--- config.mk ---
export PLATFORM = sky130hd
export DESIGN_NAME = debug_access_ctrl
export DESIGN_NICKNAME = d
export VERILOG_FILES = /design/src/rtl/debug_access_ctrl_pkg.sv /design/src/rtl/debug_access_ctrl.sv
export SDC_FILE = /design/constraint.sdc
export NUM_CORES = 1
export LEC_CHECK = 0
export BUFFER_PORTS_ARGS = -buffer_cell sky130_fd_sc_hd__buf_2
export CAP_MARGIN = 20
export CORE_MARGIN = 8
export CORE_UTILIZATION = 45
export DETAILED_ROUTE_END_ITERATION = 7
export GPL_ROUTABILITY_DRIVEN = 1
export PLACE_DENSITY = 0.82
export SYNTH_ARGS = -nofsm -noshare
export SYNTH_HDL_FRONTEND = slang
export SYNTH_SLANG_ARGS = --single-unit
--- constraint.sdc ---
create_clock -name clk -period 2.4 [get_ports clk]
set_input_delay 0.48 -clock clk [delete_from_list [all_inputs] [get_ports clk]]
set_output_delay 0.48 -clock clk [all_outputs]
set_load 0.1 [all_outputs]
--- src/rtl/debug_access_ctrl_pkg.sv ---
// Shared widths, debug-mode encodings and command opcodes for the debug access sequencer.
// Imported by debug_access_ctrl and by anything that builds or decodes its commands.
package debug_access_ctrl_pkg;

  localparam int unsigned DATA_WIDTH  = 32;
  localparam int unsigned IADDR_WIDTH = 10;
  localparam int unsigned RADDR_WIDTH = 5;
  localparam int unsigned DADDR_WIDTH = 10;
  localparam int unsigned DEBUG_WIDTH = 3;

  // Widest target address; only this many low command-address bits are ever used.
  localparam int unsigned ADDR_KEEP_WIDTH =
      (IADDR_WIDTH >= DADDR_WIDTH) ?
      ((IADDR_WIDTH >= RADDR_WIDTH) ? IADDR_WIDTH : RADDR_WIDTH) :
      ((DADDR_WIDTH >= RADDR_WIDTH) ? DADDR_WIDTH : RADDR_WIDTH);

  // Modes understood by cpu_state_mux.
  localparam logic [DEBUG_WIDTH-1:0] DEBUG_NONE  = 3'd0;
  localparam logic [DEBUG_WIDTH-1:0] DEBUG_ICRD  = 3'd1;
  localparam logic [DEBUG_WIDTH-1:0] DEBUG_ICWR  = 3'd2;
  localparam logic [DEBUG_WIDTH-1:0] DEBUG_REGRD = 3'd3;
  localparam logic [DEBUG_WIDTH-1:0] DEBUG_DCRD  = 3'd4;

  // Command opcodes; 5..7 are illegal.
  localparam logic [2:0] DBG_OP_ICRD   = 3'd0;
  localparam logic [2:0] DBG_OP_ICWR   = 3'd1;
  localparam logic [2:0] DBG_OP_REGRD  = 3'd2;
  localparam logic [2:0] DBG_OP_DCRD   = 3'd3;
  localparam logic [2:0] DBG_OP_RESUME = 3'd4;

  function automatic logic [DEBUG_WIDTH-1:0] op_to_mode(input logic [2:0] op);
    logic [DEBUG_WIDTH-1:0] mode;
    case (op)
      DBG_OP_ICRD:  mode = DEBUG_ICRD;
      DBG_OP_ICWR:  mode = DEBUG_ICWR;
      DBG_OP_REGRD: mode = DEBUG_REGRD;
      DBG_OP_DCRD:  mode = DEBUG_DCRD;
      default:      mode = DEBUG_NONE;
    endcase
    return mode;
  endfunction

  function automatic logic is_access_op(input logic [2:0] op);
    return (op == DBG_OP_ICRD) || (op == DBG_OP_ICWR) ||
           (op == DBG_OP_REGRD) || (op == DBG_OP_DCRD);
  endfunction

endpackage

--- src/rtl/debug_access_ctrl.sv ---
// Sequences one external debug access at a time into icache, regfile port 2 or dcache,
// halting the core first and returning captured read data over a valid/ready response.
module debug_access_ctrl
  import debug_access_ctrl_pkg::*;
#(
  parameter int unsigned HALT_TIMEOUT = 255
) (
  input  logic                   clk,
  input  logic                   rst_n,
  input  logic                   cmd_valid,
  output logic                   cmd_ready,
  input  logic [2:0]             cmd_op,
  input  logic [31:0]            cmd_addr,
  input  logic [DATA_WIDTH-1:0]  cmd_wdata,
  output logic                   rsp_valid,
  input  logic                   rsp_ready,
  output logic [DATA_WIDTH-1:0]  rsp_data,
  output logic                   rsp_err,
  output logic                   cpu_halt_req,
  input  logic                   cpu_halted,
  output logic [DEBUG_WIDTH-1:0] debug,
  output logic                   ext_icache_ceb,
  output logic                   ext_icache_web,
  output logic [IADDR_WIDTH-1:0] ext_icache_addr,
  output logic [DATA_WIDTH-1:0]  ext_icache_wdata,
  input  logic [DATA_WIDTH-1:0]  icache_rdata,
  output logic                   ext_reg_read2,
  output logic [RADDR_WIDTH-1:0] ext_reg_rs2,
  input  logic [DATA_WIDTH-1:0]  reg_rdata2,
  output logic                   ext_dcache_ceb,
  output logic                   ext_dcache_web,
  output logic [DATA_WIDTH-1:0]  ext_dcache_bweb,
  output logic [DADDR_WIDTH-1:0] ext_dcache_addr,
  input  logic [DATA_WIDTH-1:0]  dcache_rdata
);

  typedef enum logic [2:0] {
    StIdle,
    StHalt,
    StSetup,
    StAccess,
    StCapture,
    StResp
  } state_e;

  localparam logic [15:0] TimeoutCnt = 16'(HALT_TIMEOUT);

  state_e                     state_q, state_d;
  logic [2:0]                 op_q, op_d;
  logic [ADDR_KEEP_WIDTH-1:0] addr_q, addr_d;
  logic [DATA_WIDTH-1:0]      wdata_q, wdata_d;
  logic [15:0]                wait_cnt_q, wait_cnt_d;
  logic [15:0]                wait_cnt_inc;

  logic                   cmd_ready_q, cmd_ready_d;
  logic                   rsp_valid_q, rsp_valid_d;
  logic [DATA_WIDTH-1:0]  rsp_data_q, rsp_data_d;
  logic                   rsp_err_q, rsp_err_d;
  logic                   halt_req_q, halt_req_d;
  logic [DEBUG_WIDTH-1:0] debug_q, debug_d;
  logic                   ic_ceb_q, ic_ceb_d;
  logic                   ic_web_q, ic_web_d;
  logic [IADDR_WIDTH-1:0] ic_addr_q, ic_addr_d;
  logic [DATA_WIDTH-1:0]  ic_wdata_q, ic_wdata_d;
  logic                   read2_q, read2_d;
  logic [RADDR_WIDTH-1:0] rs2_q, rs2_d;
  logic                   dc_ceb_q, dc_ceb_d;
  logic [DADDR_WIDTH-1:0] dc_addr_q, dc_addr_d;

  // Upper command-address bits are deliberately ignored.
  logic unused_cmd_addr;
  assign unused_cmd_addr = ^cmd_addr[31:ADDR_KEEP_WIDTH];

  assign wait_cnt_inc = (wait_cnt_q == 16'hFFFF) ? wait_cnt_q : wait_cnt_q + 16'd1;

  always_comb begin
    state_d     = state_q;
    op_d        = op_q;
    addr_d      = addr_q;
    wdata_d     = wdata_q;
    wait_cnt_d  = wait_cnt_q;
    cmd_ready_d = cmd_ready_q;
    rsp_valid_d = rsp_valid_q;
    rsp_data_d  = rsp_data_q;
    rsp_err_d   = rsp_err_q;
    halt_req_d  = halt_req_q;
    debug_d     = debug_q;
    ic_ceb_d    = ic_ceb_q;
    ic_web_d    = ic_web_q;
    ic_addr_d   = ic_addr_q;
    ic_wdata_d  = ic_wdata_q;
    read2_d     = read2_q;
    rs2_d       = rs2_q;
    dc_ceb_d    = dc_ceb_q;
    dc_addr_d   = dc_addr_q;

    unique case (state_q)
      StIdle: begin
        if (cmd_valid) begin
          cmd_ready_d = 1'b0;
          op_d        = cmd_op;
          addr_d      = cmd_addr[ADDR_KEEP_WIDTH-1:0];
          wdata_d     = cmd_wdata;
          wait_cnt_d  = '0;
          rsp_data_d  = '0;
          rsp_err_d   = 1'b0;
          if (is_access_op(cmd_op)) begin
            halt_req_d = 1'b1;
            state_d    = StHalt;
          end else if (cmd_op == DBG_OP_RESUME) begin
            halt_req_d  = 1'b0;
            rsp_valid_d = 1'b1;
            state_d     = StResp;
          end else begin
            rsp_err_d   = 1'b1;
            rsp_valid_d = 1'b1;
            state_d     = StResp;
          end
        end
      end

      StHalt: begin
        if (cpu_halted) begin
          state_d = StSetup;
          debug_d = op_to_mode(op_q);
          case (op_q)
            DBG_OP_ICRD: ic_addr_d = addr_q[IADDR_WIDTH-1:0];
            DBG_OP_ICWR: begin
              ic_addr_d  = addr_q[IADDR_WIDTH-1:0];
              ic_wdata_d = wdata_q;
            end
            DBG_OP_REGRD: rs2_d     = addr_q[RADDR_WIDTH-1:0];
            default:      dc_addr_d = addr_q[DADDR_WIDTH-1:0];
          endcase
        end else begin
          wait_cnt_d = wait_cnt_inc;
          // Give up without touching any SRAM; halt request stays asserted.
          if (wait_cnt_inc >= TimeoutCnt) begin
            rsp_err_d   = 1'b1;
            rsp_data_d  = '0;
            rsp_valid_d = 1'b1;
            state_d     = StResp;
          end
        end
      end

      StSetup: begin
        state_d = StAccess;
        case (op_q)
          DBG_OP_ICRD: ic_ceb_d = 1'b0;
          DBG_OP_ICWR: begin
            ic_ceb_d = 1'b0;
            ic_web_d = 1'b0;
          end
          DBG_OP_REGRD: read2_d  = 1'b1;
          default:      dc_ceb_d = 1'b0;
        endcase
      end

      StAccess: begin
        state_d  = StCapture;
        ic_ceb_d = 1'b1;
        ic_web_d = 1'b1;
        read2_d  = 1'b0;
        dc_ceb_d = 1'b1;
      end

      StCapture: begin
        state_d     = StResp;
        debug_d     = DEBUG_NONE;
        rsp_valid_d = 1'b1;
        rsp_err_d   = 1'b0;
        case (op_q)
          DBG_OP_ICRD:  rsp_data_d = icache_rdata;
          DBG_OP_REGRD: rsp_data_d = reg_rdata2;
          DBG_OP_DCRD:  rsp_data_d = dcache_rdata;
          default:      rsp_data_d = '0;
        endcase
      end

      StResp: begin
        if (rsp_ready) begin
          rsp_valid_d = 1'b0;
          cmd_ready_d = 1'b1;
          state_d     = StIdle;
        end
      end

      default: state_d = StIdle;
    endcase
  end

  always_ff @(posedge clk or negedge rst_n) begin
    if (!rst_n) begin
      state_q     <= StIdle;
      op_q        <= '0;
      addr_q      <= '0;
      wdata_q     <= '0;
      wait_cnt_q  <= '0;
      cmd_ready_q <= 1'b1;
      rsp_valid_q <= 1'b0;
      rsp_data_q  <= '0;
      rsp_err_q   <= 1'b0;
      halt_req_q  <= 1'b0;
      debug_q     <= DEBUG_NONE;
      ic_ceb_q    <= 1'b1;
      ic_web_q    <= 1'b1;
      ic_addr_q   <= '0;
      ic_wdata_q  <= '0;
      read2_q     <= 1'b0;
      rs2_q       <= '0;
      dc_ceb_q    <= 1'b1;
      dc_addr_q   <= '0;
    end else begin
      state_q     <= state_d;
      op_q        <= op_d;
      addr_q      <= addr_d;
      wdata_q     <= wdata_d;
      wait_cnt_q  <= wait_cnt_d;
      cmd_ready_q <= cmd_ready_d;
      rsp_valid_q <= rsp_valid_d;
      rsp_data_q  <= rsp_data_d;
      rsp_err_q   <= rsp_err_d;
      halt_req_q  <= halt_req_d;
      debug_q     <= debug_d;
      ic_ceb_q    <= ic_ceb_d;
      ic_web_q    <= ic_web_d;
      ic_addr_q   <= ic_addr_d;
      ic_wdata_q  <= ic_wdata_d;
      read2_q     <= read2_d;
      rs2_q       <= rs2_d;
      dc_ceb_q    <= dc_ceb_d;
      dc_addr_q   <= dc_addr_d;
    end
  end

  assign cmd_ready        = cmd_ready_q;
  assign rsp_valid        = rsp_valid_q;
  assign rsp_data         = rsp_data_q;
  assign rsp_err          = rsp_err_q;
  assign cpu_halt_req     = halt_req_q;
  assign debug            = debug_q;
  assign ext_icache_ceb   = ic_ceb_q;
  assign ext_icache_web   = ic_web_q;
  assign ext_icache_addr  = ic_addr_q;
  assign ext_icache_wdata = ic_wdata_q;
  assign ext_reg_read2    = read2_q;
  assign ext_reg_rs2      = rs2_q;
  assign ext_dcache_ceb   = dc_ceb_q;
  assign ext_dcache_addr  = dc_addr_q;
  // The debug path never writes the dcache.
  assign ext_dcache_web   = 1'b1;
  assign ext_dcache_bweb  = '1;

endmodule

Word-level counts from Yosys, hierarchy flattened. Cells that the tools add are included.

Add/sub/neg operators: 1. Order comparisons: 1. Equality and inequality tests: 24. Multiplexer cells: 41. Bitwise gates (word level): 1. Reduce and logical (&&, ||, !) cells: 31.

Operator list (count): 32-bit case mux with 3 select lines (2); 32-bit 2-to-1 mux (3); 16-bit 2-to-1 mux (3); 16-bit case mux with 2 select lines (1); 3-bit AND reduction (8); 2-bit != test (second input constant) (10); 3-bit by 2-bit == test with 1-bit output (second input constant) (6); 3-bit 2-to-1 mux (6); 3-bit case mux with 6 select lines (1); 16-bit by 1-bit adder with 16-bit output (second input constant) (1); 16-bit == test (second input constant) (1); 16-bit by 8-bit >= comparator with 1-bit output (second input constant) (1); 1-bit 2-to-1 mux (16); 3-bit case mux with 4 select lines (1); 2-bit AND reduction (6); 1-bit case mux with 2 select lines (5); 2-bit nonzero test (5); 3-bit by 1-bit == test with 1-bit output (second input constant) (3); 3-bit == test (second input constant) (3); 3-bit logical NOT (3); 3-bit case mux with 2 select lines (1); 6-bit AND reduction (1); 1-bit case mux with 4 select lines (1); 4-bit AND reduction (1); 8 further kinds (10).

Flip-flop bits (word level): 164. Input bits: 168. Output and inout port bits: 133.

Logic depth before layout (Yosys ltp). Gate-level depths: netlist of the first run.

Word-level depth: 7. Gate-level depth with buffers: 10. Depth with buffers taken out: 7.

Least setup slack after synthesis of the first run. No wires, ideal clock.

Path type: flip-flop to flip-flop. From: register wait_cnt_q[0]. To: register state_q[2]. Data arrival time: 2.107 ns. Required time: 2.282 ns. Slack: 0.175 ns. Stages on the path, launching flop included: 11. Path buffers: 3. Clock period less this slack: 2.225 ns. Cell sequence: dfrtp_1 > ha_1 > and4_1 > buf_2 > nand4_1 > clkbuf_1 > o211ai_1 > nand4_1 > nand4_4 > buf_6 > a21o_1.

Cells in the longest elaborated chain, start to end: 5. Elaborated cells between the ends (all ways): 6. Those cells by class: 1 x add/sub; 1 x order compare; 2 x eq/ne; 1 x mux; 1 x reduce/logical.

Ends and longest elaborated chain: from (decl) (line debug_access_ctrl.sv:52) `logic [15:0] wait_cnt_q, wait_cnt_d;`; from (signal assigned) (line debug_access_ctrl.sv:219) `wait_cnt_q <= wait_cnt_d;`; 16-bit by 1-bit adder with 16-bit output or 16-bit == test (tied branches) (line debug_access_ctrl.sv:74) `assign wait_cnt_inc = (wait_cnt_q == 16'hFFFF) ? wait_cnt_q : wait_cnt_q + 16'd1;`; 16-bit 2-to-1 mux (*) (line debug_access_ctrl.sv:74); 16-bit by 8-bit >= comparator with 1-bit output (*) (line debug_access_ctrl.sv:138) `if (wait_cnt_inc >= TimeoutCnt) begin`; 3-bit != test (no source line) (*); 3-bit AND reduction (no source line) (*); to (signal assigned) (line debug_access_ctrl.sv:195) `state_q <= StIdle;`; to (signal assigned) (line debug_access_ctrl.sv:215) `state_q <= state_d;`; to (decl) (line debug_access_ctrl.sv:48) `state_e state_q, state_d;`.

Mark *: on every way between the ends. The rest lies on a longest branch, timed or not. A chain may end at the register's enable or synchronous reset.

Final worst setup path of the first run.
From: register wait_cnt_q[0]. To: register rsp_data_q[0] (netlist: rsp_data[0]).

Cells in the longest elaborated chain, start to end: 5. Elaborated cells between the ends (all ways): 6. Those cells by class: 1 x add/sub; 1 x order compare; 2 x eq/ne; 1 x mux; 1 x reduce/logical.

Ends and longest elaborated chain: 16-bit by 1-bit adder with 16-bit output or 16-bit == test (tied branches) (line debug_access_ctrl.sv:74); 16-bit 2-to-1 mux (*) (line debug_access_ctrl.sv:74); 16-bit by 8-bit >= comparator with 1-bit output (*) (line debug_access_ctrl.sv:138); 2-bit != test (no source line) (*); 4-bit AND reduction (no source line) (*); to (signal assigned) (line debug_access_ctrl.sv:222) `rsp_data_q <= rsp_data_d;`; to (decl) (line debug_access_ctrl.sv:57) `logic [DATA_WIDTH-1:0] rsp_data_q, rsp_data_d;`.

Marked as above.

==> results of run 1 <==
==> worst min path at each step <==
| stage | slack [ns] | depth (start not counted) | end | start |
|---|---|---|---|---|
| CTS | 0.03 | 1 | wdata_q[14] | rst_n |
| global route | 0.05 | 1 | ext_icache_wdata[16] | rst_n |
| detailed placement | 0.46 | 2 | wdata_q[23] | wdata_q[23] |
| global placement | 0.45 | 2 | wdata_q[14] | wdata_q[14] |
| floorplan | 0.18 | 0 | addr_q[0] | rst_n |
| finish | 0.01 | 1 | ext_icache_wdata[16] | rst_n |
==> flip-flops by register name (all words and copies together) (netlist names) <==
name	count
rsp_valid	1
ext_icache_ceb	1
cpu_halt_req	1
ext_dcache_ceb	1
rsp_err	1
ext_icache_addr	10
wdata_q	32
addr_q	10
wait_cnt_q	16
cmd_ready	1
state_q	3
ext_icache_wdata	32
rsp_data	32
debug	3
ext_dcache_addr	10
ext_icache_web	1
op_q	3
ext_reg_rs2	5
ext_reg_read2	1
==> per-layer routing <==
metal,track usage,vias up
li1,-,3201
met1,0.201,3130
met2,0.336,256
met3,0.0812,20
met4,0.0580,4
met5,0,-
==> worst register-to-register path, stage by stage (launching register included) <==
cell      delay (ns)
dfrtp_2         0.41
ha_1            0.21
and4_2          0.30
nand3_1         0.14
a21o_1          0.21
a221oi_2        0.29
nand4_4         0.21
buf_12          0.22
o21ai_0         0.17
==> cell families (layout without fill, tap and decap cells) <==
kind of cell,count (synthesis),after routing
fa+ha+maj,1,1
compound gates,167,167
flops,164,164
buf+inv,89,317
xor+xnor,3,3
mux,95,95
other cells,1,35
simple gates,270,270
==> stage by stage <==
stage / hold WS (ns) / std cells
2_1_floorplan: 0.184 / 822
3_3_place_gp: 0.452 / 1244
3_5_place_dp: 0.457 / 1244
4_1_cts: 0.0279 / 1276
5_1_grt: 0.0489 / 1280
6_report: 0.0127 / 1281
==> power by group <==
group          switching, uW  internal, uW
clock network           1170          1630
registers                654          3800
logic                   6960          2260
==> cell type report <==
| type | instances | area (um^2) | share of cell area |
|---|---|---|---|
| Clock buffer | 19 | 453 | 0.0440 |
| Timing Repair Buffer | 281 | 1570 | 0.153 |
| Antenna cell | 2 | 5.00 | 0.000487 |
| Clock inverter | 13 | 161 | 0.0157 |
| Tap cell | 229 | 287 | 0.0279 |
| Sequential cell | 164 | 4110 | 0.400 |
| Inverter | 4 | 15.0 | 0.00146 |
| Multi-Input combinational cell | 569 | 3680 | 0.358 |
==> what timing repair did <==
| item | CTS | global route |
|---|---|---|
| resized for setup | 0 | 5 |
| buffers inserted | 0 | 3 |
| hold buffers | 0 | 0 |
| endpoints found under the setup margin | 0 | 33 |
==> cell usage in the layout (no fill, tap or decap), drive strengths merged, types with 2 or more instances in the layout <==
cell / Yosys / final
mux2i: 5 / 5
nand2: 186 / 186
mux2: 90 / 90
o31ai: 2 / 2
a221oi: 2 / 2
or3: 3 / 3
nor2b: 2 / 2
and2: 4 / 4
bufinv: 0 / 2
inv: 4 / 11
nand3: 11 / 11
xnor2: 2 / 2
or2: 4 / 4
and4: 3 / 3
nand3b: 2 / 2
o21ai: 64 / 64
o21a: 2 / 2
a211oi: 3 / 3
dfstp: 4 / 4
diode: 0 / 2
nor4: 2 / 2
nand2b: 6 / 6
a22oi: 33 / 33
nand4: 11 / 11
a21o: 3 / 3
clkbuf: 38 / 19
clkinv: 0 / 3
nor2: 24 / 24
and3: 5 / 5
dfrtp: 160 / 160
buf: 47 / 281
a21oi: 15 / 15
conb: 1 / 33
nor3: 5 / 5
a22o: 33 / 33
==> metrics.md, run 1 <==
| Metric | Value |
|---|---|
| Metal2 WL | `10.8 mm` |
| Critical Path Source Type | `flop` |
| Worst Skew | `0.00770 ns` |
| Die Height | `between 150 and 200 um` |
| Max-slew violation count | `0` |
| Fmax | `447 MHz` |
| NumNets Final | `about 1200` |
| Count leader, synth | `nand2_1` |
| Skew-Pair Late Insertion Delay | `0.42 ns` |
| Synth Area in XOR/XNOR | `0.00323` |
| R2r endpoint | `rsp_data[0]` |
| Slew Limit Headroom | `0.628` |
| Largest family of logic cells by synthesized area | `compound AO/OA/AOI/OAI gates` |
| Final worst path period need | `2.24 ns` |
| Port bufs | `about 250` |
| Full die area | `22700 um^2` |
| Top cells by area, synth | `dfrtp_1, mux2_2, nand2_1` |
| Crit path depth | `8` |
| Vias post-DR | `approximately 6600` |
| FF-to-FF path depth | `8` |
| Final setup viols | `0` |
| Vias in the first global route | `6794` |
| Arrival time at the worst endpoint | `2.57 ns` |
| Setup_tns | `0 ns` |
| Critical path endpoint category | `flop` |
| Worst Setup SP | `wait_cnt_q[0]` |
| Primary FF master, synth | `dfrtp_1` |
| Synth top cells by count | `nand2_1, dfrtp_1, mux2_2, clkbuf_1, o21ai_0` |
| R2r setup slk | `0.16 ns` |
| Starting Density | `0.456` |
| Fin crit share | `0.933` |
| Simple-gate share of the synthesized area | `0.149` |
| CTS Buf Count | `17` |
| Post-Synth Adder-Cell Area | `0.00154` |
| Design area | `10300 um^2` |
| Initial antenna violation count | `3` |
| Met3 Routed Length | `about 2.6 mm` |
| Yosys top cell area share | `0.492` |
| Total GRT Usage | `0.190` |
| Gpl congestion | `about 0.89` |
| Yosys Warn Count | `0` |
| Row count | `49` |
| Detail Route Antenna Nets | `0` |
| Synthesis-to-finish area growth | `26.3%` |
| Worst Setup Slack, final | `0.161 ns` |
| Largest net degree at the start of global routing | `60` |
| Vias per cell | `5.16` |
| Wirelength per Cell | `17.0 um` |
| CTS tree | `done` |
| Worst setup endpoint | `rsp_data[0]` |
| Top Ports | `approximately 300` |
| Drt first pass iters | `5` |
| Wl on met1 | `8.00 mm` |
| Worst path bufs/invs | `1` |
| Layout cells sized above 1 | `0.435` |
| Iteration-0 DRC count of the detailed router | `~330` |
| Core region area | `17800 um^2` |
| RR Startpoint | `wait_cnt_q[0]` |
| First-pass GRT wire length | `34.5 mm` |
| Synth Area in Compound Gates | `0.150` |
| Post-Syn Instances | `790` |
| Slew @ Worst Pin | `0.558 ns` |
| Unrepaired setup endpoints after global routing | `false` |
| Flops & latches, synth | `164` |
| PD cells | `1600 nW/um^2` |
| Max_cap viols | `0` |
| Hold Crit Class | `input pin to asynchronous set/reset pin` |
| Top Family by Delay on Critical Path | `compound AO/OA/AOI/OAI gates` |
| Root Buffer | `clkbuf_16` |
| Setup Slack @ Placement | `~0.036 ns` |
| CP max FO | `19` |
| CP Class | `flop to flop` |
| Final Util | `0.576` |
| Max Used Layer | `met5` |
| Fin. Hold Viols | `0` |
| Fraction of registers with async set/reset | `1.00` |
| Crit-path max cell delay | `0.41 ns` |
| Outcome | `complete, no violations` |
| Critical-path cell list | `ha_1 -> and4_2 -> nand3_1 -> a21o_1 -> a221oi_2 -> nand4_4 -> buf_12 -> o21ai_0` |
| Die width | `151 um` |
| Distinct cells, synth | `60` |
| Post-synthesis mux area share | `0.131` |
| Number of synthesized flops with an enable pin | `0` |
| Cell Area, Synth | `8140 um^2` |
| Drc violations | `0` |
| WP data required | `2.73 ns` |
| Static leakage | `around 0.0052 uW` |
| Post-DP HPWL | `16.3 mm` |
| Fillers | `1515` |
| Detailed Route WL | `21.8 mm` |
| Average size of a mapped cell | `10.3 um^2` |
| Clock tree buffer depth | `2` |
| Final Total Pwr | `16500 uW` |
| Synth area leader | `dfrtp_1` |
| Sequential share of the synthesized area | `0.505` |
| CTS Sinks | `164` |
| Max VDD drop | `roughly 1.3 mV` |
| Placed Area | `9630 um^2` |
| # H-tree levels | `4` |
| Slowest CP cell | `dfrtp_2` |
| Worst-path clk slew | `roughly 0.070 ns` |
| Gr ovfl total | `0` |
Power figures use the tool's default switching activity.
==> inputs of run 2 (changes only) <==
--- a/config.mk
+++ b/config.mk
@@ -12,6 +12,7 @@
 export DETAILED_ROUTE_END_ITERATION = 7
 export GPL_ROUTABILITY_DRIVEN = 1
 export PLACE_DENSITY = 0.82
+export RECOVER_POWER = 25
 export SYNTH_ARGS = -nofsm -noshare
 export SYNTH_HDL_FRONTEND = slang
 export SYNTH_SLANG_ARGS = --single-unit
==> metrics.md, run 2 (synthesis results as in run 1) <==
| Metric | Value |
|---|---|
| Outcome | `complete, no violations` |
| Gr ovfl total | `0` |
| Die width | `between 150 and 200 um` |
| Most frequent cells in the layout | `buf_2, nand2_1, dfrtp_1` |
| Final worst path period need | `2.24 ns` |
| Starting Density | `0.456` |
| CTS Sinks | `164` |
| Critical path endpoint category | `flop` |
| CP Class | `flop to flop` |
| Largest net degree at the start of global routing | `60` |
| Detailed Route WL | `21.8 mm` |
| Synthesis-to-finish area growth | `25.9%` |
| Wirelength per Cell | `between 15 and 20 um` |
| Layout cells sized above 1 | `0.435` |
| Detail Route Antenna Nets | `0` |
| Vias post-DR | `6610` |
| Drc violations | `0` |
| NumNets Final | `1206` |
| Fmax | `446 MHz` |
| Static leakage | `0.00517 uW` |
| WP data required | `2.73 ns` |
| Skew-Pair Late Insertion Delay | `between 0.4 and 0.5 ns` |
| Hold Crit Class | `input pin to flop` |
| Top Family by Delay on Critical Path | `compound AO/OA/AOI/OAI gates` |
| Iteration-0 DRC count of the detailed router | `329` |
| Post-cts hold buffer count | `0` |
| Vias per cell | `5.16` |
| CTS tree | `done` |
| Arrival time at the worst endpoint | `2.58 ns` |
| Top Ports | `301` |
| Port bufs | `245` |
| Worst-path clk slew | `0.07 ns` |
| Max VDD drop | `1.25 mV` |
| PD cells | `1610 nW/um^2` |
| Critical Path Source Type | `flop` |
| Slew Limit Headroom | `0.0752` |
| Vias in the first global route | `6794` |
| Slew @ Worst Pin | `1.39 ns` |
| Row count | `49` |
| Drt first pass iters | `5` |
| CP max FO | `19` |
| Full die area | `22700 um^2` |
| Fin. Hold Viols | `0` |
| Commonest non-fill, non-tap cell in the layout | `buf_2` |
| Max-slew violation count | `0` |
| Total GRT Usage | `0.190` |
| Final setup viols | `0` |
| Initial antenna violation count | `3` |
| Final Util | `0.575` |
| Worst path bufs/invs | `1` |
| # H-tree levels | `4` |
| Die Height | `151 um` |
| Unrepaired setup endpoints after global routing | `false` |
| Root Buffer | `clkbuf_16` |
| Final hold slack | `around 0.25 ns` |
| Core region area | `17800 um^2` |
| Setup_tns | `0 ns` |
| Gpl congestion | `0.894` |
| First-pass GRT wire length | `around 34 mm` |
| Crit-path max cell delay | `between 0.4 and 0.5 ns` |
| Critical-path cell list | `ha_1 -> and4_2 -> nand3_1 -> a21o_1 -> a221oi_2 -> nand4_4 -> buf_12 -> o21ai_0` |
| Clock tree buffer depth | `2` |
| Fin crit share | `0.935` |
| Post-DP HPWL | `roughly 16 mm` |
| CTS Buf Count | `17` |
| Worst Skew | `0.00785 ns` |
| Slowest CP cell | `dfrtp_2` |
| Max_cap viols | `0` |
==> run 2: what timing repair did <==
item | in CTS | in global routing
endpoints found under the setup margin | 0 | 33
hold endpoints to repair | 0 | 0
gates resized for setup | 0 | 5
buffers inserted | 0 | 3
==> run 2: layout make-up <==
type	count	area (um^2)
fill	1517	7590
sequential	164	4110
multi-input combinational	569	3680
timing repair buffer	281	1540
clock buffer	19	453
tap	229	287
clock inverter	13	161
inverter	4	15.0
antenna	2	5.00
==> run 2: per-stage QoR <==
step                total power, uW  cells  setup WS, ns  instance area [um^2]
global route                  17300   1280       0.00504                 10300
floorplan                     11900    822         0.175                  8260
finish                        16500   1281         0.156                 10300
detailed placement            13700   1244        0.0359                  9630
global placement              13600   1244         0.137                  9630
CTS                           16600   1276        0.0413                 10200
==> run 2: worst reg2reg max path, stage by stage (launching register included) <==
cell and delay [ns]:
dfrtp_2 0.41, ha_1 0.21, and4_2 0.30, nand3_1 0.14, a21o_1 0.21, a221oi_2 0.29, nand4_4 0.21, buf_12 0.22
o21ai_0 0.17
==> run 2: worst paths after layout <==
path / end / depth (start not counted) / startpoint / slack (ns)
max in group asynchronous: wait_cnt_q[0] / 2 / rst_n / 0.61
setup / recovery: rsp_data[0] / 8 / wait_cnt_q[0] / 0.16
hold reg to reg: wdata_q[25] / 2 / wdata_q[25] / 0.47
setup reg to reg: rsp_data[0] / 8 / wait_cnt_q[0] / 0.16
min in group asynchronous: ext_icache_wdata[16] / 1 / rst_n / 0.37
hold / removal: wdata_q[27] / 3 / cmd_wdata[27] / 0.25
==> run 2: metal layers <==
metal,global-route usage,share of wire,vias to the layer above
met4,0.0580,0.017,4
met1,0.201,0.37,3127
li1,-,-,3200
met5,0,0.0010,-
met2,0.336,0.50,259
met3,0.0812,0.12,20
==> run 2: report_power, final <==
part	switching, uW	internal (uW)	leakage [uW]
Sequential	654	3800	0.00199
Combinational	6960	2250	0.00288
Clock	1170	1630	0.000302
==> inputs of run 3 (changes only) <==
--- a/config.mk
+++ b/config.mk
@@ -5,13 +5,14 @@
 export SDC_FILE = /design/constraint.sdc
 export NUM_CORES = 1
 export LEC_CHECK = 0
-export BUFFER_PORTS_ARGS = -buffer_cell sky130_fd_sc_hd__buf_2
 export CAP_MARGIN = 20
 export CORE_MARGIN = 8
-export CORE_UTILIZATION = 45
+export CORE_UTILIZATION = 58
 export DETAILED_ROUTE_END_ITERATION = 7
+export DONT_BUFFER_PORTS = 1
 export GPL_ROUTABILITY_DRIVEN = 1
-export PLACE_DENSITY = 0.82
+export GPL_TIMING_DRIVEN = 0
+export PLACE_DENSITY = 0.81
 export RECOVER_POWER = 25
 export SYNTH_ARGS = -nofsm -noshare
 export SYNTH_HDL_FRONTEND = slang
==> metrics.md, run 3 (synthesis results as in run 1) <==
| Metric | Value |
|---|---|
| Max VDD drop | `around 1.2 mV` |
| Starting Density | `0.591` |
| Clock tree buffer depth | `2` |
| First-pass GRT wire length | `roughly 35 mm` |
| Row count | `43` |
| Root Buffer | `clkbuf_16` |
| Die width | `134 um` |
| Wirelength per Cell | `21.6 um` |
| Met3 Usage GRT | `0.109` |
| Static leakage | `0.00435 uW` |
| Drt first pass iters | `4` |
| Max-slew violation count | `0` |
| Hold Crit Class | `input pin to asynchronous set/reset pin` |
| Final Total Pwr | `16000 uW` |
| Final worst path period need | `2.38 ns` |
| Skew-Pair Late Insertion Delay | `0.44 ns` |
| Port bufs | `0` |
| Critical Path Source Type | `flop` |
| Layout cells sized above 1 | `0.293` |
| Setup Slack @ Placement | `-0.176 ns` |
| Placed Area | `~8500 um^2` |
| Post-DP HPWL | `16.3 mm` |
| Commonest non-fill, non-tap cell in the layout | `nand2_1` |
| Slew @ Worst Pin | `1.03 ns` |
| Top Usage Layer GRT | `met2` |
| # H-tree levels | `4` |
| Vias post-DR | `between 6000 and 7000` |
| Vias per cell | `5.85` |
| Area of the multi-input gates | `3750 um^2` |
| Failing checks | `hold timing` |
| Outcome | `finished, violations left` |
| Full die area | `18100 um^2` |
| Detail Route Antenna Nets | `0` |
| PD cells | `1710 nW/um^2` |
| CP max FO | `10` |
| CP Class | `flop to flop` |
| Slew Limit Headroom | `0.314` |
| Fillers | `1044` |
| Met1 track demand over resource | `0.267` |
| Drc violations | `0` |
| Setup_tns | `0 ns` |
| CTS Buf Count | `17` |
| Top Ports | `301` |
| WP data required | `2.71 ns` |
| Final hold slack | `-0.260 ns` |
| Die Height | `134 um` |
| CTS tree | `done` |
| Met2 Resource Use GR | `0.411` |
| Arrival time at the worst endpoint | `~2.7 ns` |
| Fmax | `420 MHz` |
| Fin crit share | `0.991` |
| Design area | `around 9400 um^2` |
| Worst-path clk slew | `0.06 ns` |
| Fin. Hold Viols | `160` |
| Most frequent cells in the layout | `nand2_1, dfrtp_1, mux2_2` |
| Max_cap viols | `0` |
| CTS Sinks | `164` |
| Critical path endpoint category | `flop` |
| Vias in the first global route | `6183` |
| Initial antenna violation count | `1` |
| Iteration-0 DRC count of the detailed router | `395` |
| Synthesis-to-finish area growth | `15.4%` |
| NumNets Final | `between 1000 and 1500` |
| Core region area | `13800 um^2` |
| Largest net degree at the start of global routing | `165` |
| Gpl congestion | `between 0.8 and 0.9` |
| Final setup viols | `0` |
| Gr ovfl total | `0` |
| Total GRT Usage | `0.245` |
| Worst Setup Slack, final | `0.0217 ns` |
| Register area | `4120 um^2` |
| Detailed Route WL | `22.7 mm` |
| Worst Skew | `0.0225 ns` |
## run 3: changes by cell type in the layout (fill, tap and decap cells not counted), sizes merged
cell | previous run | this run
bufinv | 2 | 4
buf | 278 | 58
clkinvlp | 1 | 2
clkinv | 3 | 1
nand4 | 11 | 12
clkbuf | 22 | 58
## run 3: path summary, 6_finish.rpt
kind,endpoint,cells after the start,slack (ns),from
min reg2reg,wdata_q[13],2,0.47,wdata_q[13]
max in group asynchronous,ext_icache_web,0,2.32,rst_n
min,ext_icache_wdata[8],0,-0.26,rst_n
max,state_q[2],10,0.02,wait_cnt_q[1]
min in group clk,addr_q[5],2,0.14,cmd_addr[5]
max reg2reg,state_q[2],10,0.02,wait_cnt_q[1]
## run 3: where the power goes
| part | switching (uW) | internal, uW |
|---|---|---|
| clock network | 1190 | 1800 |
| registers | 5270 | 3710 |
| logic | 2270 | 1810 |
## run 3: what timing repair did
| action | in CTS | in global routing |
|---|---|---|
| cloned | 0 | 2 |
| pin swaps | 1 | 7 |
| hold endpoints to repair | 164 | 164 |
| setup buffers | 0 | 14 |
| setup endpoints to repair | 73 | 60 |
| gates resized for setup | 12 | 27 |
## run 3: through the flow
stage | utilization | instances
floorplan | - | 822
CTS | 0.665 | 1033
global route | 0.682 | 1050
detailed placement | 0.616 | 1002
finish | 0.682 | 1050
global placement | 0.616 | 1002
## run 3: critical path: stages (launching register included)
cell	delay [ns]
dfrtp_2	0.45
ha_4	0.20
and4_1	0.19
buf_4	0.16
nand4_1	0.08
clkbuf_2	0.24
o211ai_1	0.12
nand4_1	0.22
nand4_4	0.23
buf_12	0.21
a21o_1	0.14
## run 3: layout make-up
type                       count  area share
antenna                        2    0.000533
buffer                        83      0.0528
clock buffer                  18      0.0468
clock inverter                14      0.0224
inverter                       4     0.00160
multi-input combinational    570       0.399
sequential                   164       0.439
tap                          180      0.0240
timing repair buffer          15      0.0139
## run 3: metal layers
metal | routed length (um) | up-vias | part of all wire
met3 | 2560 | 35 | 0.11
met2 | 11500 | 269 | 0.50
met4 | 533 | 0 | 0.023
met5 | 0 | - | 0
met1 | 8190 | 2979 | 0.36
li1 | - | 2855 | -
